### config.mk
export PLATFORM = sky130hd
export DESIGN_NAME = mem_access_unit_flat
export DESIGN_NICKNAME = d
export VERILOG_FILES = /design/src/rtl/mem_access_unit_if.sv /design/src/rtl/mem_access_unit.sv /design/src/flat_wrapper.sv
export SDC_FILE = /design/constraint.sdc
export NUM_CORES = 1
export LEC_CHECK = 0
export CAP_MARGIN = 15
export CORE_MARGIN = 2
export CORE_UTILIZATION = 43
export DETAILED_ROUTE_END_ITERATION = 7
export PLACE_DENSITY_LB_ADDON = 0.3
export SYNTH_ARGS = -nofsm -noshare
export SYNTH_HDL_FRONTEND = slang
export SYNTH_SLANG_ARGS = --single-unit
### constraint.sdc
create_clock -name clk -period 7.95 [get_ports clk]
set_input_delay 2.385 -clock clk [delete_from_list [all_inputs] [get_ports clk]]
set_output_delay 2.385 -clock clk [all_outputs]
set_load 0.005 [all_outputs]
### src/rtl/mem_access_unit_if.sv
// Data-memory bus between the MEM stage and the memory: a multi-cycle req/ack handshake.
// The ack is a one-cycle pulse, and rdata is valid in the same cycle as the ack.
interface mem_access_unit_if;
    logic        dram_req;
    logic        dram_we;
    logic [31:0] dram_addr;
    logic [31:0] dram_wdata;
    logic        dram_ack;
    logic [31:0] dram_rdata;

    modport master (
        output dram_req, dram_we, dram_addr, dram_wdata,
        input  dram_ack, dram_rdata
    );

    modport slave (
        input  dram_req, dram_we, dram_addr, dram_wdata,
        output dram_ack, dram_rdata
    );
endinterface

### src/rtl/mem_access_unit.sv
// MEM-stage access unit: runs loads/stores over a req/ack bus, stalls the pipeline while an
// access is outstanding, and registers the MEM/WB payload.
module mem_access_unit #(
    parameter int unsigned TIMEOUT   = 16,
    parameter logic [31:0] ERR_RDATA = 32'hDEADBEEF
) (
    input  logic                clk,
    input  logic                rst,
    input  logic [1:0]          MEM_rf_wsel,
    input  logic                MEM_rf_we,
    input  logic                MEM_dram_we,
    input  logic [31:0]         MEM_alu_c,
    input  logic [31:0]         MEM_rD2,
    input  logic [31:0]         MEM_pc4,
    input  logic [31:0]         MEM_ext,
    input  logic [31:0]         MEM_wR,
    mem_access_unit_if.master   mem_bus,
    output logic                mem_stall,
    output logic                bus_err,
    output logic                WB_rf_we,
    output logic [31:0]         WB_wR,
    output logic [31:0]         WB_wd
);
    typedef enum logic [1:0] {StIdle, StReq, StDone} state_e;

    localparam logic [7:0] TimeoutLast = 8'(TIMEOUT - 1);

    state_e      state_q, state_d;
    logic [7:0]  cnt_q, cnt_d;
    logic [31:0] addr_q, addr_d, wdata_q, wdata_d, ld_q, ld_d;
    logic        we_q, we_d, err_q, err_d;
    logic        wb_we_q, wb_we_d;
    logic [31:0] wb_wr_q, wb_wr_d, wb_wd_q, wb_wd_d;

    logic load, store, access;

    assign load   = MEM_rf_we & (MEM_rf_wsel == 2'b01) & ~MEM_dram_we;
    assign store  = MEM_dram_we;
    assign access = load | store;

    always_comb begin
        state_d = state_q;
        cnt_d   = cnt_q;
        addr_d  = addr_q;
        wdata_d = wdata_q;
        we_d    = we_q;
        ld_d    = ld_q;
        err_d   = 1'b0;
        case (state_q)
            StIdle: begin
                if (access) begin
                    if (MEM_alu_c[1:0] == 2'b00) begin
                        state_d = StReq;
                        addr_d  = MEM_alu_c;
                        wdata_d = MEM_rD2;
                        we_d    = store;
                        cnt_d   = 8'd0;
                    end else begin
                        // Misaligned: no bus cycle, a load returns zero.
                        state_d = StDone;
                        ld_d    = 32'd0;
                        err_d   = 1'b1;
                    end
                end
            end
            StReq: begin
                if (mem_bus.dram_ack) begin
                    state_d = StDone;
                    ld_d    = mem_bus.dram_rdata;
                end else if (cnt_q == TimeoutLast) begin
                    state_d = StDone;
                    ld_d    = ERR_RDATA;
                    err_d   = 1'b1;
                end else begin
                    cnt_d = cnt_q + 8'd1;
                end
            end
            StDone:  state_d = StIdle;
            default: state_d = StIdle;
        endcase
    end

    // DONE releases the stall so the EX/MEM register advances exactly once per access.
    assign mem_stall = access & (state_q != StDone);

    always_comb begin
        wb_we_d = 1'b0;
        wb_wr_d = wb_wr_q;
        wb_wd_d = wb_wd_q;
        if (!mem_stall) begin
            wb_we_d = MEM_rf_we & ~store;
            wb_wr_d = MEM_wR;
            case (MEM_rf_wsel)
                2'b00:   wb_wd_d = MEM_alu_c;
                2'b01:   wb_wd_d = ld_q;
                2'b10:   wb_wd_d = MEM_pc4;
                default: wb_wd_d = MEM_ext;
            endcase
        end
    end

    always_ff @(posedge clk or posedge rst) begin
        if (rst) begin
            state_q <= StIdle;
            cnt_q   <= 8'd0;
            addr_q  <= 32'd0;
            wdata_q <= 32'd0;
            we_q    <= 1'b0;
            ld_q    <= 32'd0;
            err_q   <= 1'b0;
            wb_we_q <= 1'b0;
            wb_wr_q <= 32'd0;
            wb_wd_q <= 32'd0;
        end else begin
            state_q <= state_d;
            cnt_q   <= cnt_d;
            addr_q  <= addr_d;
            wdata_q <= wdata_d;
            we_q    <= we_d;
            ld_q    <= ld_d;
            err_q   <= err_d;
            wb_we_q <= wb_we_d;
            wb_wr_q <= wb_wr_d;
            wb_wd_q <= wb_wd_d;
        end
    end

    assign mem_bus.dram_req   = (state_q == StReq);
    assign mem_bus.dram_we    = we_q;
    assign mem_bus.dram_addr  = addr_q;
    assign mem_bus.dram_wdata = wdata_q;
    assign bus_err            = err_q;
    assign WB_rf_we           = wb_we_q;
    assign WB_wR              = wb_wr_q;
    assign WB_wd              = wb_wd_q;
endmodule

### src/flat_wrapper.sv
// flat-port wrapper written by rule: the top's interface ports become plain ports
module mem_access_unit_flat 
#(
    parameter int unsigned TIMEOUT   = 16,
    parameter logic [31:0] ERR_RDATA = 32'hDEADBEEF
)
  (clk, rst, MEM_rf_wsel, MEM_rf_we, MEM_dram_we, MEM_alu_c, MEM_rD2, MEM_pc4, MEM_ext, MEM_wR, mem_stall, bus_err, WB_rf_we, WB_wR, WB_wd, mem_bus_dram_req, mem_bus_dram_we, mem_bus_dram_addr, mem_bus_dram_wdata, mem_bus_dram_ack, mem_bus_dram_rdata);
  mem_access_unit_if mem_bus_i ();
  input  logic clk;
  input  logic rst;
  input  logic [1:0] MEM_rf_wsel;
  input  logic MEM_rf_we;
  input  logic MEM_dram_we;
  input  logic [31:0] MEM_alu_c;
  input  logic [31:0] MEM_rD2;
  input  logic [31:0] MEM_pc4;
  input  logic [31:0] MEM_ext;
  input  logic [31:0] MEM_wR;
  output logic mem_stall;
  output logic bus_err;
  output logic WB_rf_we;
  output logic [31:0] WB_wR;
  output logic [31:0] WB_wd;
  output wire logic [$bits(mem_bus_i.dram_req)-1:0] mem_bus_dram_req;
  output wire logic [$bits(mem_bus_i.dram_we)-1:0] mem_bus_dram_we;
  output wire logic [$bits(mem_bus_i.dram_addr)-1:0] mem_bus_dram_addr;
  output wire logic [$bits(mem_bus_i.dram_wdata)-1:0] mem_bus_dram_wdata;
  input wire logic [$bits(mem_bus_i.dram_ack)-1:0] mem_bus_dram_ack;
  input wire logic [$bits(mem_bus_i.dram_rdata)-1:0] mem_bus_dram_rdata;
  assign mem_bus_dram_req = mem_bus_i.dram_req;
  assign mem_bus_dram_we = mem_bus_i.dram_we;
  assign mem_bus_dram_addr = mem_bus_i.dram_addr;
  assign mem_bus_dram_wdata = mem_bus_i.dram_wdata;
  assign mem_bus_i.dram_ack = mem_bus_dram_ack;
  assign mem_bus_i.dram_rdata = mem_bus_dram_rdata;
  mem_access_unit #(.TIMEOUT(TIMEOUT), .ERR_RDATA(ERR_RDATA)) u_core (.clk(clk), .rst(rst), .MEM_rf_wsel(MEM_rf_wsel), .MEM_rf_we(MEM_rf_we), .MEM_dram_we(MEM_dram_we), .MEM_alu_c(MEM_alu_c), .MEM_rD2(MEM_rD2), .MEM_pc4(MEM_pc4), .MEM_ext(MEM_ext), .MEM_wR(MEM_wR), .mem_bus(mem_bus_i), .mem_stall(mem_stall), .bus_err(bus_err), .WB_rf_we(WB_rf_we), .WB_wR(WB_wR), .WB_wd(WB_wd));
endmodule
==> out/results.md, run 1 <==
* 1.15 ns — transition time at the pin with the least slew margin
* 0 — CTS hold repair buffers
* complete, no violations — outcome
* 173 — sinks on the clock net
* 0 — buffers inserted by post-CTS timing repair
* 23.5% — normalized max-slew margin
* 137 um — height of the die
* 48 — number of standard-cell rows in the floorplan
* 56.9% — share of the synthesized area in the top cell type
* clkdlybuf4s50_1, and3b_1, o2bb2ai_4, inv_2, clkdlybuf4s50_1 — cell chain of the critical path
* 0 ns — setup TNS
* 0.00694 ns — final clock skew
* 5 — r2r worst-path depth
* 5 — first-pass detailed-route iteration total
* 100% — share of async-settable or async-resettable flops after synthesis
* 0 — number of DRC violations after detailed routing
* 252 nW/um^2 — total power divided by cell area
* 1.72 ns — worst slack after detailed placement
* primary output — nature of the critical path endpoint
* mem_stall — crit path to
* 0.42 ns — clock latency on the worst-skew pair
* 27.0% — fraction of power spent switching nets
* 0.07 ns — Reg clk slew, reported paths
* 2.92 mW — Final Power
* 6.23 ns — fin crit period
* sky130_fd_sc_hd__dfrtp_1 — leading register cell type out of synthesis
* 0.000158 V — VDD IR-drop max
* 1029 — number of nets at the end of the flow
* 0 — global route total overflow
* 5.32 — via-per-instance ratio
* 4.82 nW — Leak
* 42.2% — share of total power in sequential cells
* u_core.cnt_q[0] — startpoint of the lowest-slack register-to-register path
* 0 — reported max-cap violation count
* 40 — library cells used by synthesis
* input port to primary output — startpoint-to-endpoint class of the critical path
* 4 — htree depth
* 508 — cells after synthesis
* 3.85 ns — Crit path arrival time
* 2.13 mW — cell-internal power
* 1 — Cells on Worst Hold Path
* 0 — warnings from Yosys
* 160 MHz — maximum clock frequency
* sky130_fd_sc_hd__clkdlybuf4s50_1 — slowest CP cell
* 4 — maximum fanout count along the critical path
* 0.50 ns — max incr delay on CP
* sky130_fd_sc_hd__clkdlybuf4s50_1 — cell repeated most along the worst path
* 30.9% — Comb pwr share
* 5.57 ns — Critical Path RT
* 67.1% — utilization of the core after routing
* 52.4% — growth of design area from synthesis to finish
* 2 — clk buf depth
* yes — TritonCTS clock tree
* 69 — largest net degree at the start of global routing
* false — RSZ-0062 raised after global routing
* u_core.ld_q[0] — R2R Path End
* register to register — Hold Path Class
* input port — Critical Path Source Type
* 1249 — fill cell instance count of the final layout
* 7610 sq um — combined area of all synthesized cells
* sky130_fd_sc_hd__dfrtp_1 — cell taking the most area after synthesis
* 25.4% — overall fraction of global-route tracks in use
* 0 — max-slew violation count
* 789 uW — switching component of the power
* 56.9% — sequential fraction of the synthesis area
* 0 — number of synthesized flops with an enable pin
* 3 — initial antenna violation count
* 15.0 sq um — per-instance average area after synthesis
* 44.0% — effective utilization at floorplan
* sky130_fd_sc_hd__clkbuf_16 — CTS Root Cell
* 5692 — total via count after detailed routing
* 332 — number of top-level design ports
* 17300 sq um — CORE AREA
* 18800 sq um — area enclosed by the die boundary
* 225 — Starting DRT DRC Count
* 35.1 mm — global-route wire length before repair
* 6154 — number of global-route vias before repair
* 0 — post-cts sizing count
* 0 — count of nets left with antenna violations after detail routing
* 1.72 ns — final setup margin
* 0 — final setup violation count
* 331 — Port Buffer Count
* 26.9% — share of total power in the clock network
* 22.1 um — post-detailed-route wirelength per cell
* 78.4% — Final period util
* 0.826 — placer's final routability congestion estimate
* 23.6 mm — routed wire length
* MEM_rf_we — timing startpoint of the critical path
* 25.2% — layout cell share with drive strength beyond 1
* sky130_fd_sc_hd__dfrtp_1 57%, sky130_fd_sc_hd__mux2_2 18%, sky130_fd_sc_hd__mux4_2 9.5% — dominant cells by area after synthesis
* 0 — total count of hold-check failures in the final report
* 708 — post-synth net total
* 17.3 mm — placed wire-length estimate after detailed placement
* 137 um — width of the die
* 17 — number of buffers added by the clock tree synthesis step
* 5.55 ns — flop-to-flop setup slack
* 173 — Seq cells post-synth
-- cells by family after synthesis --
group                      Yosys count  synth area share [%]
DFF                                173                  56.9
muxes                              158                  28.3
and+or+nand+nor                     81                  6.36
AOI/OAI and AO/OA                   52                  4.79
buffers and inverters               43                  3.47
adders and majority gates            1                 0.164
-- worst min-delay path by stage --
stage | start | endpoint | slack, ns
detailed placement | u_core.mem_bus.dram_addr[1] | u_core.mem_bus.dram_addr[1] | 0.48
CTS | u_core.ld_q[14] | u_core.ld_q[14] | 0.51
global route | u_core.mem_bus.dram_addr[6] | u_core.mem_bus.dram_addr[6] | 0.52
finish | u_core.ld_q[17] | u_core.ld_q[17] | 0.50
global placement | u_core.mem_bus.dram_addr[0] | u_core.mem_bus.dram_addr[0] | 0.47
floorplan | u_core.ld_q[14] | u_core.ld_q[14] | 0.46
-- cell usage after synthesis (all sizes together), types with 3 or more instances --
library cell  instances
nand3                10
a22o                 10
inv                   6
dfrtp               173
and2                  4
nor3b                25
a211o                 3
buf                  32
and3                  5
a21oi                29
mux2                126
clkbuf                5
nand2                26
mux4                 32
-- flip-flops by register name, indices dropped and copies added, names as in the netlist --
register	cells
u_core.bus_err	1
u_core.mem_bus.dram_wdata	32
u_core.WB_wd	32
u_core.state_q	2
u_core.WB_wR	32
u_core.cnt_q	8
u_core.mem_bus.dram_addr	32
u_core.WB_rf_we	1
u_core.ld_q	32
u_core.mem_bus.dram_we	1
-- final cells by class --
type	count	area [sq um]	share of cell area, %
Clock buffer	19	453	3.91
Clock inverter	13	108	0.928
Sequential cell	173	4330	37.3
Multi-Input combinational cell	292	3030	26.1
Antenna cell	3	7.51	0.0647
Inverter	6	27.5	0.237
Tap cell	225	282	2.43
Timing Repair Buffer	339	3360	29.0
-- cells in the final DEF (no fill, tap or decap), types with 5 or more instances in the layout --
master                            Yosys  routed
sky130_fd_sc_hd__mux2_2             122     122
sky130_fd_sc_hd__clkbuf_16            0      17
sky130_fd_sc_hd__buf_4                3       8
sky130_fd_sc_hd__nor3b_1             25      25
sky130_fd_sc_hd__and3_1               5       5
sky130_fd_sc_hd__clkdlybuf4s50_1      0     329
sky130_fd_sc_hd__clkinv_4             0       6
sky130_fd_sc_hd__a22o_1              10      10
sky130_fd_sc_hd__a21oi_1             29      29
sky130_fd_sc_hd__mux4_2              32      32
sky130_fd_sc_hd__nand3_1             10      10
sky130_fd_sc_hd__dfrtp_1            173     173
sky130_fd_sc_hd__nand2_1             26      26
-- worst max-delay path: cells and delay by family --
family          cells  cell delay [ns]
buf+inv             3             1.04
simple gates        1             0.34
compound gates      1             0.09
-- metrics by stage --
stage / hold slack, ns / area, sq um / cells
after CTS: 0.506 / 11600 / 1067
after global routing: 0.517 / 11600 / 1069
after floorplan: 0.461 / 7610 / 508
final: 0.501 / 11600 / 1070
after global placement: 0.470 / 11000 / 1035
after detailed placement: 0.483 / 11000 / 1035
-- routing by layer --
metal | track usage, % | part of all wire [%] | vias to the layer above
met2 | 44.4 | 52 | 254
met3 | 7.22 | 8.5 | 41
met4 | 11.6 | 3.3 | 0
li1 | - | - | 2524
met5 | 0 | 0 | -
met1 | 28.6 | 36 | 2873
-- power by group through the flow --
stage / Combinational [mW] / Sequential, mW / Clock (mW)
floorplan: 0.338 / 1.24 / 0
global placement: 0.889 / 1.23 / 0
detailed placement: 0.913 / 1.25 / 0
CTS: 0.916 / 1.23 / 0.806
global route: 0.963 / 1.26 / 0.849
finish: 0.902 / 1.23 / 0.787
Note: power is estimated with default switching activity, not from simulation.
==> inputs of run 2 (changes only) <==
- clock period: 7.95 -> 6.5 ns (I/O delays scaled with it)
==> out/results.md, run 2 (synthesis results as in run 1) <==
* 17300 sq um — CORE AREA, unchanged
* 0 — CTS hold repair buffers, unchanged
* 1.13 ns — final setup margin, -0.590 ns
* 25.1% — layout cell share with drive strength beyond 1, -0.089 points
* 4.55 ns — Critical Path RT, -1.02 ns
* 67.3% — utilization of the core after routing, +0.27 points
* 1.13 ns — worst slack after detailed placement, -0.587 ns
* 0 — reported max-cap violation count, unchanged
* 0.000182 V — VDD IR-drop max, +15%
* 0 — global route total overflow, unchanged
* 25.9% — normalized max-slew margin, +2.4 points
* 4.82 nW — Leak, +0.12%
* 0 ns — setup TNS, unchanged
* 3.63 mW — Final Power, +24%
* 4 — maximum fanout count along the critical path, unchanged
* complete, no violations — outcome
* 0.50 ns — max incr delay on CP, about the same
* primary output — nature of the critical path endpoint
* 0 — final setup violation count, unchanged
* 312 nW/um^2 — total power divided by cell area, +24%
* sky130_fd_sc_hd__clkdlybuf4s50_1 — cell repeated most along the worst path
* 0 — number of DRC violations after detailed routing, unchanged
* 11000 sq um — Placed Area, about the same
* 18800 sq um — area enclosed by the die boundary, unchanged
* 1028 — number of nets at the end of the flow, -0.097%
* 0 — count of nets left with antenna violations after detail routing, unchanged
* 44.0% — effective utilization at floorplan, unchanged
* 329 x sky130_fd_sc_hd__clkdlybuf4s50_1, 173 x sky130_fd_sc_hd__dfrtp_1, 122 x sky130_fd_sc_hd__mux2_2 — highest-count cells in the layout ignoring fill and taps
* 24.1% — overall fraction of global-route tracks in use, -1.2 points
* sky130_fd_sc_hd__clkbuf_16 — CTS Root Cell
* 0 — post-cts sizing count, unchanged
* 17 — number of buffers added by the clock tree synthesis step, unchanged
* 5 — first-pass detailed-route iteration total, unchanged
* 137 um — width of the die, unchanged
* register to register — Hold Path Class
* 0 — total count of hold-check failures in the final report, unchanged
* 332 — number of top-level design ports, unchanged
* 137 um — height of the die, unchanged
* 0.42 ns — clock latency on the worst-skew pair, about the same
* 1.11 ns — transition time at the pin with the least slew margin, -0.0358 ns
* 5.26 — via-per-instance ratio, -1.2%
* 22.3 mm — routed wire length, -5.6%
* yes — TritonCTS clock tree
* false — RSZ-0062 raised after global routing
* input port to primary output — startpoint-to-endpoint class of the critical path
* 20.9 um — post-detailed-route wirelength per cell, -5.4%
* 0 — buffers inserted by post-CTS timing repair, unchanged
* sky130_fd_sc_hd__clkdlybuf4s50_1 — slowest CP cell
* 11600 sq um — area of all placed cells without fillers, +0.40%
* 0.838 — placer's final routability congestion estimate, +1.5%
* input port — Critical Path Source Type
* 331 — Port Buffer Count, unchanged
* 48 — number of standard-cell rows in the floorplan, unchanged
* 16.1 mm — placed wire-length estimate after detailed placement, -7.1%
* 5614 — total via count after detailed routing, -1.4%
* 174 — largest net degree at the start of global routing, +150%
* 3.42 ns — Crit path arrival time, -0.43 ns
* 82.7% — Final period util
* 53.0% — growth of design area from synthesis to finish
* sky130_fd_sc_hd__clkdlybuf4s50_1 — leading cell type in the layout, fill and taps excluded
* 173 — sinks on the clock net, unchanged
* 0.0125 ns — final clock skew, +0.00557 ns
* 0.07 ns — Reg clk slew, reported paths, about the same
* 4 — initial antenna violation count, +1
* 6042 — number of global-route vias before repair, -1.8%
* 2 — clk buf depth, unchanged
* 279 — Starting DRT DRC Count, +24%
* 4 — htree depth, unchanged
* 186 MHz — maximum clock frequency
* 33.8 mm — global-route wire length before repair, -3.6%
* 0 — max-slew violation count, unchanged
* 5.37 ns — fin crit period
* clkdlybuf4s50_1, and3b_1, o2bb2ai_4, inv_2, clkdlybuf4s50_1 — cell chain of the critical path
[run 2: layout make-up]
| type | count | area [sq um] |
|---|---|---|
| fill | 1263 | 5650 |
| sequential | 173 | 4330 |
| timing repair buffer | 338 | 3370 |
| multi-input combinational | 292 | 3030 |
| clock buffer | 19 | 453 |
| tap | 225 | 282 |
| clock inverter | 13 | 153 |
| inverter | 6 | 26.3 |
| antenna | 2 | 5.00 |
[run 2: through the flow]
step                      instances  hold slack, ns
final                          1068           0.492
after floorplan                 508           0.461
after global placement         1034           0.468
after CTS                      1066           0.495
after global routing           1068           0.507
after detailed placement       1034           0.478
[run 2: routing by layer]
metal / vias to the layer above / global-route usage, % / wire, um
li1: 2519 / - / -
met3: 44 / 7.56 / 1800
met5: - / 0 / 16
met4: 2 / 10.1 / 614
met2: 234 / 40.3 / 11300
met1: 2815 / 28.9 / 8600
[run 2: where the power goes]
group	internal (mW)	switching, mW	leakage (nW)
sequential	1.35	0.151	2.13
clock	0.596	0.441	0.286
combinational	0.744	0.351	2.41
[run 2: worst paths after layout]
check,startpoint,to,slack [ns],cells after the start
worst max-delay path,MEM_rf_we,mem_stall,1.13,5
worst min-delay path,u_core.mem_bus.dram_addr[0],u_core.mem_bus.dram_addr[0],0.49,1
worst max register to register,u_core.cnt_q[0],u_core.ld_q[26],4.15,5
worst min register to register,u_core.mem_bus.dram_addr[0],u_core.mem_bus.dram_addr[0],0.49,1
max in group asynchronous,rst,u_core.ld_q[1],3.59,3
min in group asynchronous,rst,u_core.WB_wd[7],2.06,3
[run 2: critical path, delay by kind of cell]
kind,cells,cell delay (ns)
buf+inv,3,1.05
simple gates,1,0.34
compound gates,1,0.10
==> inputs of run 3 (changes only) <==
- clock period: 6.5 -> 5.3 ns (I/O delays scaled with it)
==> out/results.md, run 3 (synthesis results as in run 1) <==
* 3.05 ns — Crit path arrival time, -0.37 ns
* 87.6% — Final period util
* 0.846 — placer's final routability congestion estimate, +1.0%
* 1028 — number of nets at the end of the flow, unchanged
* 215 MHz — maximum clock frequency
* 21.1 um — post-detailed-route wirelength per cell, +1.0%
* 34.0 mm — global-route wire length before repair, +0.47%
* input port to primary output — startpoint-to-endpoint class of the critical path
* 174 — largest net degree at the start of global routing, unchanged
* 332 — number of top-level design ports, unchanged
* 44.0% — effective utilization at floorplan, unchanged
* 22.5 mm — routed wire length, +1.1%
* clkdlybuf4s50_1, and3b_1, o2bb2ai_4, inv_2, clkdlybuf4s50_1 — cell chain of the critical path
* 0.06 ns — Reg clk slew, reported paths, about the same
* 329 x sky130_fd_sc_hd__clkdlybuf4s50_1, 173 x sky130_fd_sc_hd__dfrtp_1, 122 x sky130_fd_sc_hd__mux2_2 — highest-count cells in the layout ignoring fill and taps
* 16.2 mm — placed wire-length estimate after detailed placement, +0.78%
* 17 — number of buffers added by the clock tree synthesis step, unchanged
* input port — Critical Path Source Type
* yes — TritonCTS clock tree
* 5.24 — via-per-instance ratio, -0.38%
* 1034 — Placed Cells, unchanged
* sky130_fd_sc_hd__clkdlybuf4s50_1 — cell repeated most along the worst path
* 0 ns — setup TNS, unchanged
* register to register — Hold Path Class
* 5 — first-pass detailed-route iteration total, unchanged
* 4 — htree depth, unchanged
* 1069 — post-route insts no fill, +0.094%
* 255 — Starting DRT DRC Count, -8.6%
* 4 — initial antenna violation count, unchanged
* complete, no violations — outcome
* 0.000230 V — VDD IR-drop max, +27%
* 18800 sq um — area enclosed by the die boundary, unchanged
* 0 — global route total overflow, unchanged
* 0.42 ns — clock latency on the worst-skew pair, about the same
* 53.0% — growth of design area from synthesis to finish, about the same
* 0 — reported max-cap violation count, unchanged
* 11000 sq um — Placed Area, +0.11%
* 2 — clk buf depth, unchanged
* primary output — nature of the critical path endpoint
* false — RSZ-0062 raised after global routing
* 17300 sq um — CORE AREA, unchanged
* 4 — maximum fanout count along the critical path, unchanged
* 0.496 ns — Hold WS, +0.00343 ns
* 5986 — number of global-route vias before repair, -0.93%
* 3.71 ns — Critical Path RT, -0.84 ns
* 137 um — height of the die, unchanged
* 0 — buffers inserted by post-CTS timing repair, unchanged
* 4.42 mW — Final Power, +22%
* 24.3% — overall fraction of global-route tracks in use, +0.16 points
* 0 — number of DRC violations after detailed routing, unchanged
* 1.20 ns — transition time at the pin with the least slew margin, +0.0930 ns
* 0 — CTS hold repair buffers, unchanged
* 4.64 ns — fin crit period
* sky130_fd_sc_hd__clkdlybuf4s50_1 — slowest CP cell
* 0.00854 ns — final clock skew, -0.00396 ns
* 19.7% — normalized max-slew margin, -6.2 points
* 5598 — total via count after detailed routing, -0.29%
* sky130_fd_sc_hd__clkdlybuf4s50_1 — leading cell type in the layout, fill and taps excluded
* 0 — count of nets left with antenna violations after detail routing, unchanged
* 0 — final setup violation count, unchanged
* 0 — max-slew violation count, unchanged
* sky130_fd_sc_hd__clkbuf_16 — CTS Root Cell
* 137 um — width of the die, unchanged
* 380 nW/um^2 — total power divided by cell area, +22%
* 331 — Port Buffer Count, unchanged
* 11600 sq um — area of all placed cells without fillers, about the same
* 0 — total count of hold-check failures in the final report, unchanged
* 0.49 ns — max incr delay on CP, about the same
* 4.83 nW — Leak, about the same
* 173 — sinks on the clock net, unchanged
* 48 — number of standard-cell rows in the floorplan, unchanged
* 0 — post-cts sizing count, unchanged
* 24.9% — layout cell share with drive strength beyond 1, -0.24 points
## run 3: cell types whose count changed in the layout (fill, tap and decap cells not counted), moves of 2 or more
cell                         change
sky130_fd_sc_hd__inv_6           -2
sky130_fd_sc_hd__clkinvlp_4      -3
sky130_fd_sc_hd__clkbuf_1        +2
sky130_fd_sc_hd__inv_8           -2
sky130_fd_sc_hd__clkinv_4        +5
## run 3: area by class of cell
type | instances | area [sq um]
Sequential cell | 173 | 4330
Fill cell | 1213 | 5660
Timing Repair Buffer | 338 | 3380
Inverter | 6 | 26.3
Clock buffer | 20 | 447
Antenna cell | 3 | 7.51
Clock inverter | 12 | 139
Tap cell | 225 | 282
Multi-Input combinational cell | 292 | 3030
## run 3: critical path, delay by kind of cell
family / cells / cell delay (ns)
AO/OA/AOI/OAI: 1 / 0.09
buffers and inverters: 3 / 1.04
AND/OR/NAND/NOR: 1 / 0.33
## run 3: power by group
group,leakage [nW],switching (mW),internal (mW)
logic,2.41,0.429,0.913
registers,2.13,0.189,1.65
clock network,0.285,0.524,0.711
total,4.83,1.14,3.28
## run 3: final timing paths
| path | from | endpoint | slack (ns) | cells past startpoint |
|---|---|---|---|---|
| worst max-delay path | MEM_rf_we | mem_stall | 0.66 | 5 |
| worst min-delay path | u_core.mem_bus.dram_addr[0] | u_core.mem_bus.dram_addr[0] | 0.50 | 1 |
| worst max register to register | u_core.cnt_q[0] | u_core.ld_q[23] | 2.90 | 5 |
| worst min register to register | u_core.mem_bus.dram_addr[0] | u_core.mem_bus.dram_addr[0] | 0.50 | 1 |
| max in group asynchronous | rst | u_core.mem_bus.dram_wdata[12] | 2.79 | 3 |
| min in group asynchronous | rst | u_core.WB_wd[3] | 1.71 | 3 |
## run 3: per-layer routing
layer	up-vias	GRT usage [%]	part of all wire (%)
li1	2511	-	-
met4	2	6.59	1.7
met3	27	8.19	8.7
met5	-	0	0.071
met2	229	42.7	52
met1	2829	28.4	38
## run 3: metrics by stage
step / setup WS, ns / util (%)
floorplan: 1.18 / -
global placement: 0.689 / 63.9
detailed placement: 0.655 / 63.9
CTS: 0.656 / 67.2
global route: 0.603 / 67.3
finish: 0.657 / 67.3
